File: src/rtl/instruction_fetch.sv
// Purpose : instruction fetch stage with a 64 x 32-bit loadable instruction memory,
//           branch redirect and a halt on the all-ones word.
// Latency : one cycle from pc to instruction/instructionPC. A taken branch costs one invalid cycle.
// Backpressure: stall holds pc and the presented instruction. A taken branch overrides stall.
//
// Ports:
//   clock, reset          main clock, asynchronous active-high reset
//   stall                 hold fetch state and outputs
//   branch / unconditionalBranch / zeroFlag / branchInstruction / branchPC
//                         redirect request from the controller
//   imemWriteEnable / imemWriteAddress / imemWriteData
//                         instruction memory load port (usable in any state)
//   instruction / instructionPC / instructionValid
//                         fetched word, its address, and its valid flag
//   pc                    address of the next fetch
//   halted                high only in HALT
module instruction_fetch (
    input  logic        clock,
    input  logic        reset,
    input  logic        stall,
    input  logic        branch,
    input  logic        unconditionalBranch,
    input  logic        zeroFlag,
    input  logic [31:0] branchInstruction,
    input  logic [63:0] branchPC,
    input  logic        imemWriteEnable,
    input  logic [5:0]  imemWriteAddress,
    input  logic [31:0] imemWriteData,
    output logic [31:0] instruction,
    output logic [63:0] instructionPC,
    output logic        instructionValid,
    output logic [63:0] pc,
    output logic        halted
);

    typedef enum logic [1:0] {
        S_IDLE,
        S_FETCH,
        S_REDIRECT,
        S_HALT
    } state_t;

    localparam logic [31:0] HALT_WORD = 32'hFFFF_FFFF;

    state_t      state_q, state_d;
    logic [63:0] pc_q, pc_d;
    logic [63:0] ipc_q, ipc_d;
    logic [31:0] instr_q, instr_d;
    logic        vld_q, vld_d;
    logic        halted_q, halted_d;

    logic [31:0] mem [64];
    logic [31:0] rd_word;
    logic        cond_taken;
    logic        taken;
    logic [63:0] uncond_off;
    logic [63:0] cond_off;
    logic [63:0] target;
    logic        unused_bits;

    // Asynchronous read: a write on the same edge is seen only by the next fetch.
    assign rd_word = mem[pc_q[7:2]];

    // Bit 24 distinguishes CBNZ (1) from CBZ (0).
    assign cond_taken = branch && (branchInstruction[24] ? !zeroFlag : zeroFlag);
    assign taken      = unconditionalBranch || cond_taken;
    assign uncond_off = {{36{branchInstruction[25]}}, branchInstruction[25:0], 2'b00};
    assign cond_off   = {{43{branchInstruction[23]}}, branchInstruction[23:5], 2'b00};
    assign target     = branchPC + (unconditionalBranch ? uncond_off : cond_off);

    assign unused_bits = &{1'b0, branchInstruction[31:26], branchInstruction[4:0]};

    always_comb begin
        state_d  = state_q;
        pc_d     = pc_q;
        ipc_d    = ipc_q;
        instr_d  = instr_q;
        vld_d    = vld_q;
        halted_d = halted_q;
        case (state_q)
            S_IDLE: begin
                state_d = S_FETCH;
            end
            // REDIRECT is the bubble after a taken branch. Leaving it performs
            // the fetch at the new pc, so only one invalid cycle is seen.
            S_FETCH, S_REDIRECT: begin
                if (taken) begin
                    pc_d    = target;
                    vld_d   = 1'b0;
                    state_d = S_REDIRECT;
                end else if (!stall) begin
                    if (rd_word == HALT_WORD) begin
                        vld_d    = 1'b0;
                        halted_d = 1'b1;
                        state_d  = S_HALT;
                    end else begin
                        instr_d = rd_word;
                        ipc_d   = pc_q;
                        vld_d   = 1'b1;
                        pc_d    = pc_q + 64'd4;
                        state_d = S_FETCH;
                    end
                end
            end
            S_HALT: begin
                state_d = S_HALT;
            end
            default: begin
                state_d = S_IDLE;
            end
        endcase
    end

    always_ff @(posedge clock or posedge reset) begin
        if (reset) begin
            state_q  <= S_IDLE;
            pc_q     <= 64'd0;
            ipc_q    <= 64'd0;
            instr_q  <= 32'd0;
            vld_q    <= 1'b0;
            halted_q <= 1'b0;
        end else begin
            state_q  <= state_d;
            pc_q     <= pc_d;
            ipc_q    <= ipc_d;
            instr_q  <= instr_d;
            vld_q    <= vld_d;
            halted_q <= halted_d;
        end
    end

    // Memory contents survive reset so a program can be loaded before release.
    always_ff @(posedge clock) begin
        if (imemWriteEnable) begin
            mem[imemWriteAddress] <= imemWriteData;
        end
    end

    assign instruction      = instr_q;
    assign instructionPC    = ipc_q;
    assign instructionValid = vld_q;
    assign pc               = pc_q;
    assign halted           = halted_q;

endmodule

File: config.mk
export PLATFORM = sky130hd
export DESIGN_NAME = instruction_fetch
export DESIGN_NICKNAME = d
export VERILOG_FILES = /design/src/rtl/instruction_fetch.sv
export SDC_FILE = /design/constraint.sdc
export NUM_CORES = 2
export LEC_CHECK = 0
export BUFFER_PORTS_ARGS = -buffer_cell sky130_fd_sc_hd__buf_4
export CAP_MARGIN = 20
export CORE_ASPECT_RATIO = 0.5
export CORE_MARGIN = 4
export CORE_UTILIZATION = 63
export CTS_BUF_LIST = sky130_fd_sc_hd__clkbuf_4
export DETAILED_ROUTE_END_ITERATION = 10
export GPL_ROUTABILITY_DRIVEN = 0
export GPL_TIMING_DRIVEN = 0
export PLACE_DENSITY = 0.86
export RECOVER_POWER = 25
export SETUP_SLACK_MARGIN = 0.1
export SLEW_MARGIN = 30
export SYNTH_ARGS = -nofsm -noshare
export SYNTH_HDL_FRONTEND = slang
export SYNTH_SLANG_ARGS = --single-unit
File: constraint.sdc
create_clock -name clock -period 12.9 [get_ports clock]
set_input_delay 1.935 -clock clock [delete_from_list [all_inputs] [get_ports clock]]
set_output_delay 1.935 -clock clock [all_outputs]
set_load 0.01 [all_outputs]
==> out/results.ini, run 1 <==
[status]
outcome = stopped before the end
lastStage = 5_1_grt
error = [ERROR GRT-0232] Routing congestion too high. Check the congestion heatmap in the GUI.

[synth]
async_flop_share_pct = 7.41
syn_area_um2 = 90200
synthTopCellsByCount = edfxtp_1, mux4_2, nor2_1, nand2_1, dfrtp_1
yosys_warnings = 0
yosys.area.top_type_share_pct = 68.2
synth_cell_types = 92
synth_largest_area_cell = edfxtp_1
syn_inst = 4729
ys_seq_elements = 2212
yosys_most_used_dff = edfxtp_1
syn_nets = 4935
synth_area_leaders = edfxtp_1, mux4_2, dfrtp_1
syn_avg_cell_area_um2 = 19.1
synth_edf_count = 2048
synthMostInstantiatedCell = edfxtp_1
ys_seq_area_share_pct = 72.7

[placed_design]
post-dp-hpwl_um = 248000
numPortBuffers = 290

[clocking]
cts_setup_buffers = 0
cts_made_buffers = 472
cts-resized-gates = 0
clock-root-buffer = clkbuf_4
cts.path.max_buffers = 4
cts_sinks = 2212
cts_htree_levels = 5
cts.hold.buffers_added = 0

[grt]
antenna_found_initial = 89
grt-ovfl-total = 110
grt_max_degree = 76
track_usage_pct = 70.9

[die]
die_w_um = 543
die_h_um = 276
boundaryPins = 303
start_util_pct = 63.9
rows = 97

==> kinds of logic after synthesis <==
logic type | Yosys count | synth area share (%)
multiplexers | 744 | 15.4
adder cells (fa/ha/maj) | 65 | 0.910
XOR/XNOR | 59 | 0.573
buffers and inverters | 295 | 1.70
AO/OA/AOI/OAI | 652 | 4.98
AND/OR/NAND/NOR | 702 | 3.73
flip-flops | 2212 | 72.7
==> stage by stage <==
| stage | std cells | utilization [%] | hold slack, ps | setup slack (ps) | area (um2) |
|---|---|---|---|---|---|
| floorplan | 4729 | - | 493 | 6530 | 90200 |
| global placement | 6900 | 67.1 | 455 | 3000 | 94700 |
| CTS | 7888 | 74.8 | 438 | 5130 | 106000 |
| detailed placement | 7081 | 70.7 | 455 | 5170 | 99800 |
==> layer usage <==
layer | GRT overflow | track usage [%]
met1 | 8 | 67.7
met2 | 49 | 81.9
met3 | 14 | 68.0
met4 | 38 | 63.0
met5 | 1 | 56.0
==> run 2, diff against run 1 <==
CORE_ASPECT_RATIO = not set   (was 0.5)
CORE_UTILIZATION = 40   (was 63)
CTS_BUF_LIST = not set   (was sky130_fd_sc_hd__clkbuf_4)
PLACE_DENSITY = not set   (was 0.86)
PLACE_DENSITY_LB_ADDON = 0.15   (was not set)
SETUP_SLACK_MARGIN = not set   (was 0.1)
==> out/results.ini, run 2 <==
[status]
outcome = complete, but fails checks
violations = capacitance limit, slew limit

[timing]
max_freq_mhz = 120
finClkSkew_ps = 82.2
setup-tns-final_ps = 0
period_share_pct = 64.5
finalSetupViolCount = 0
hold_violations = 0
min_period_ps = 8310
max-slew-margin-rel_pct = -138
rsz0062_at_grt = no
worstMarginPinSlew_ps = 3570
slew_viol_final = 1664
timing.final.ws_setup_ps = 4590

[min_path]
min_path_cells = 1
hold_path_class = register to register
worstHoldStart = halted
hold_end = halted

[grt]
antenna_found_initial = 25
grt_max_degree = 65
grt_pass1_wl_um = 484000
grt_pass1_vias = 53300
track_usage_pct = 31.1
grt-ovfl-total = 0

[routing]
wl_per_cell_um = 42.1
wirelength_um = 366000
viasPerCell = 6.46
drtIter0Drc = 9293
drc = 0
ant_nets = 0
num_vias = 56100
first_pass_iters = 6

[die]
die_w_um = 483
start_util_pct = 40.1
rows = 174
boundaryPins = 303
core_area_um2 = 225000
die-area_um2 = 233000
die_h_um = 483

[run]
drv_cap = 26

[clocking]
cts_made_buffers = 226
cts.hold.buffers_added = 0
cts-resized-gates = 0
cts_setup_buffers = 0
cts_sinks = 2212
clk_latency_ps = 900
cts_htree_levels = 4
cts.path.max_buffers = 3
clk_pin_slew_worst_paths_ps = 60
cts_tree = done
clock-root-buffer = clkbuf_16

[synth]
ys_seq_area_share_pct = 72.7
syn_area_um2 = 90200
yosys_most_used_dff = edfxtp_1
async_flop_share_pct = 7.41
syn_nets = 4935
yosys_warnings = 0
synth_edf_count = 2048
syn_avg_cell_area_um2 = 19.1
synth_cell_types = 92
synthTopCellsByCount = edfxtp_1, mux4_2, nor2_1, nand2_1, dfrtp_1
yosys.area.top_type_share_pct = 68.2
syn_inst = 4729
synth_largest_area_cell = edfxtp_1
ys_seq_elements = 2212
synthMostInstantiatedCell = edfxtp_1
synth_area_leaders = edfxtp_1, mux4_2, dfrtp_1

[setup_path]
path_max_fanout = 10
r2r_cells = 14
r2r_slack_ps = 4590
cp-start-kind = register
worstPathRequired_ps = 13630
reg2reg_from = pc[4]
critical_path_class = register to register
crit_arrival_ps = 9050
end_kind = register
reg2reg_to = instructionPC[60]

[final_layout]
nNetsFinal = 5690
layout_common_cells = edfxtp_1, mux4_2, buf_4
largest_register_ffs = 2048
post-route-cell-area_um2 = 110000
area_growth_pct = 21.7
fin_util_pct = 48.9
layout-drive-gt1-share_pct = 30.3
final_common_cell = edfxtp_1
regMostFlops = mem

[pwr]
p_per_area_nw_per_um2 = 216
p_total_mw = 23.7
p_leak_nw = 36.8
max-vdd-ir-drop_v = 0.000172

[placed_design]
post-dp-hpwl_um = 264000
place_area_um2 = 103000
numPortBuffers = 290
place_ws_ps = 4910

run 2: cell counts after synthesis:
Identical to the previous run, type by type.
run 2: metrics by stage:
stage | std cells | hold slack (ps)
after CTS | 8671 | 469
after global placement | 8011 | 443
final | 8689 | 470
after detailed placement | 8248 | 455
after global routing | 8672 | 481
after floorplan | 4729 | 493
run 2: critical path, cell delays in order, from the launching register on:
cell      delay (ps)
dfrtp_1          890
buf_2            380
buf_2            480
clkbuf_2         650
nand2b_1         780
o22ai_1          290
a22oi_1          330
nand4_1          590
a21oi_1          710
nand4_1          180
nor4_2           890
a311oi_2         510
nand2_4          350
buf_2            680
mux2_2           410
run 2: worst max path at each step:
| stage | endpoint | depth (start not counted) | start | slack (ps) |
|---|---|---|---|---|
| global placement | mem[48][14] | 4 | imemWriteAddress[4] | 2710 |
| finish | instructionPC[60] | 14 | pc[4] | 4590 |
| global route | instructionPC[60] | 15 | pc[5] | 4790 |
| floorplan | halted | 1 | reset | 6530 |
| CTS | instructionPC[60] | 15 | pc[4] | 4930 |
| detailed placement | instructionPC[60] | 15 | pc[4] | 4910 |
run 2: cells by family after synthesis:
logic type / synth area share (%)
adder cells (fa/ha/maj): 0.910
AO/OA/AOI/OAI: 4.98
flip-flops: 72.7
buffers and inverters: 1.70
multiplexers: 15.4
XOR/XNOR: 0.573
AND/OR/NAND/NOR: 3.73
run 2: final cells by class:
| type | instances | area (um2) |
|---|---|---|
| inverters | 31 | 118 |
| repair buffers | 527 | 7940 |
| flip-flops and latches | 2212 | 65600 |
| well taps | 2992 | 3740 |
| fillers | 18600 | 115000 |
| clock inverters | 136 | 1230 |
| plain buffers | 264 | 1490 |
| clock buffers | 287 | 6040 |
| multi-input cells | 2222 | 23600 |
| diodes | 18 | 45.0 |
run 2: power breakdown:
| part | switching [mW] | internal, mW | total, mW |
|---|---|---|---|
| combinational | 5.58 | 3.05 | 8.63 |
| clock | 2.86 | 3.65 | 6.50 |
| sequential | 0.396 | 8.14 | 8.54 |
run 2: metal layers:
layer | up-vias | GRT usage, % | share of wire, %
li1 | 21200 | - | -
met1 | 29900 | 41.7 | 37
met2 | 4170 | 47.6 | 45
met3 | 865 | 7.23 | 12
met4 | 12 | 15.9 | 6.3
met5 | - | 0 | 0.025
Note: power is estimated with default switching activity, not from simulation.
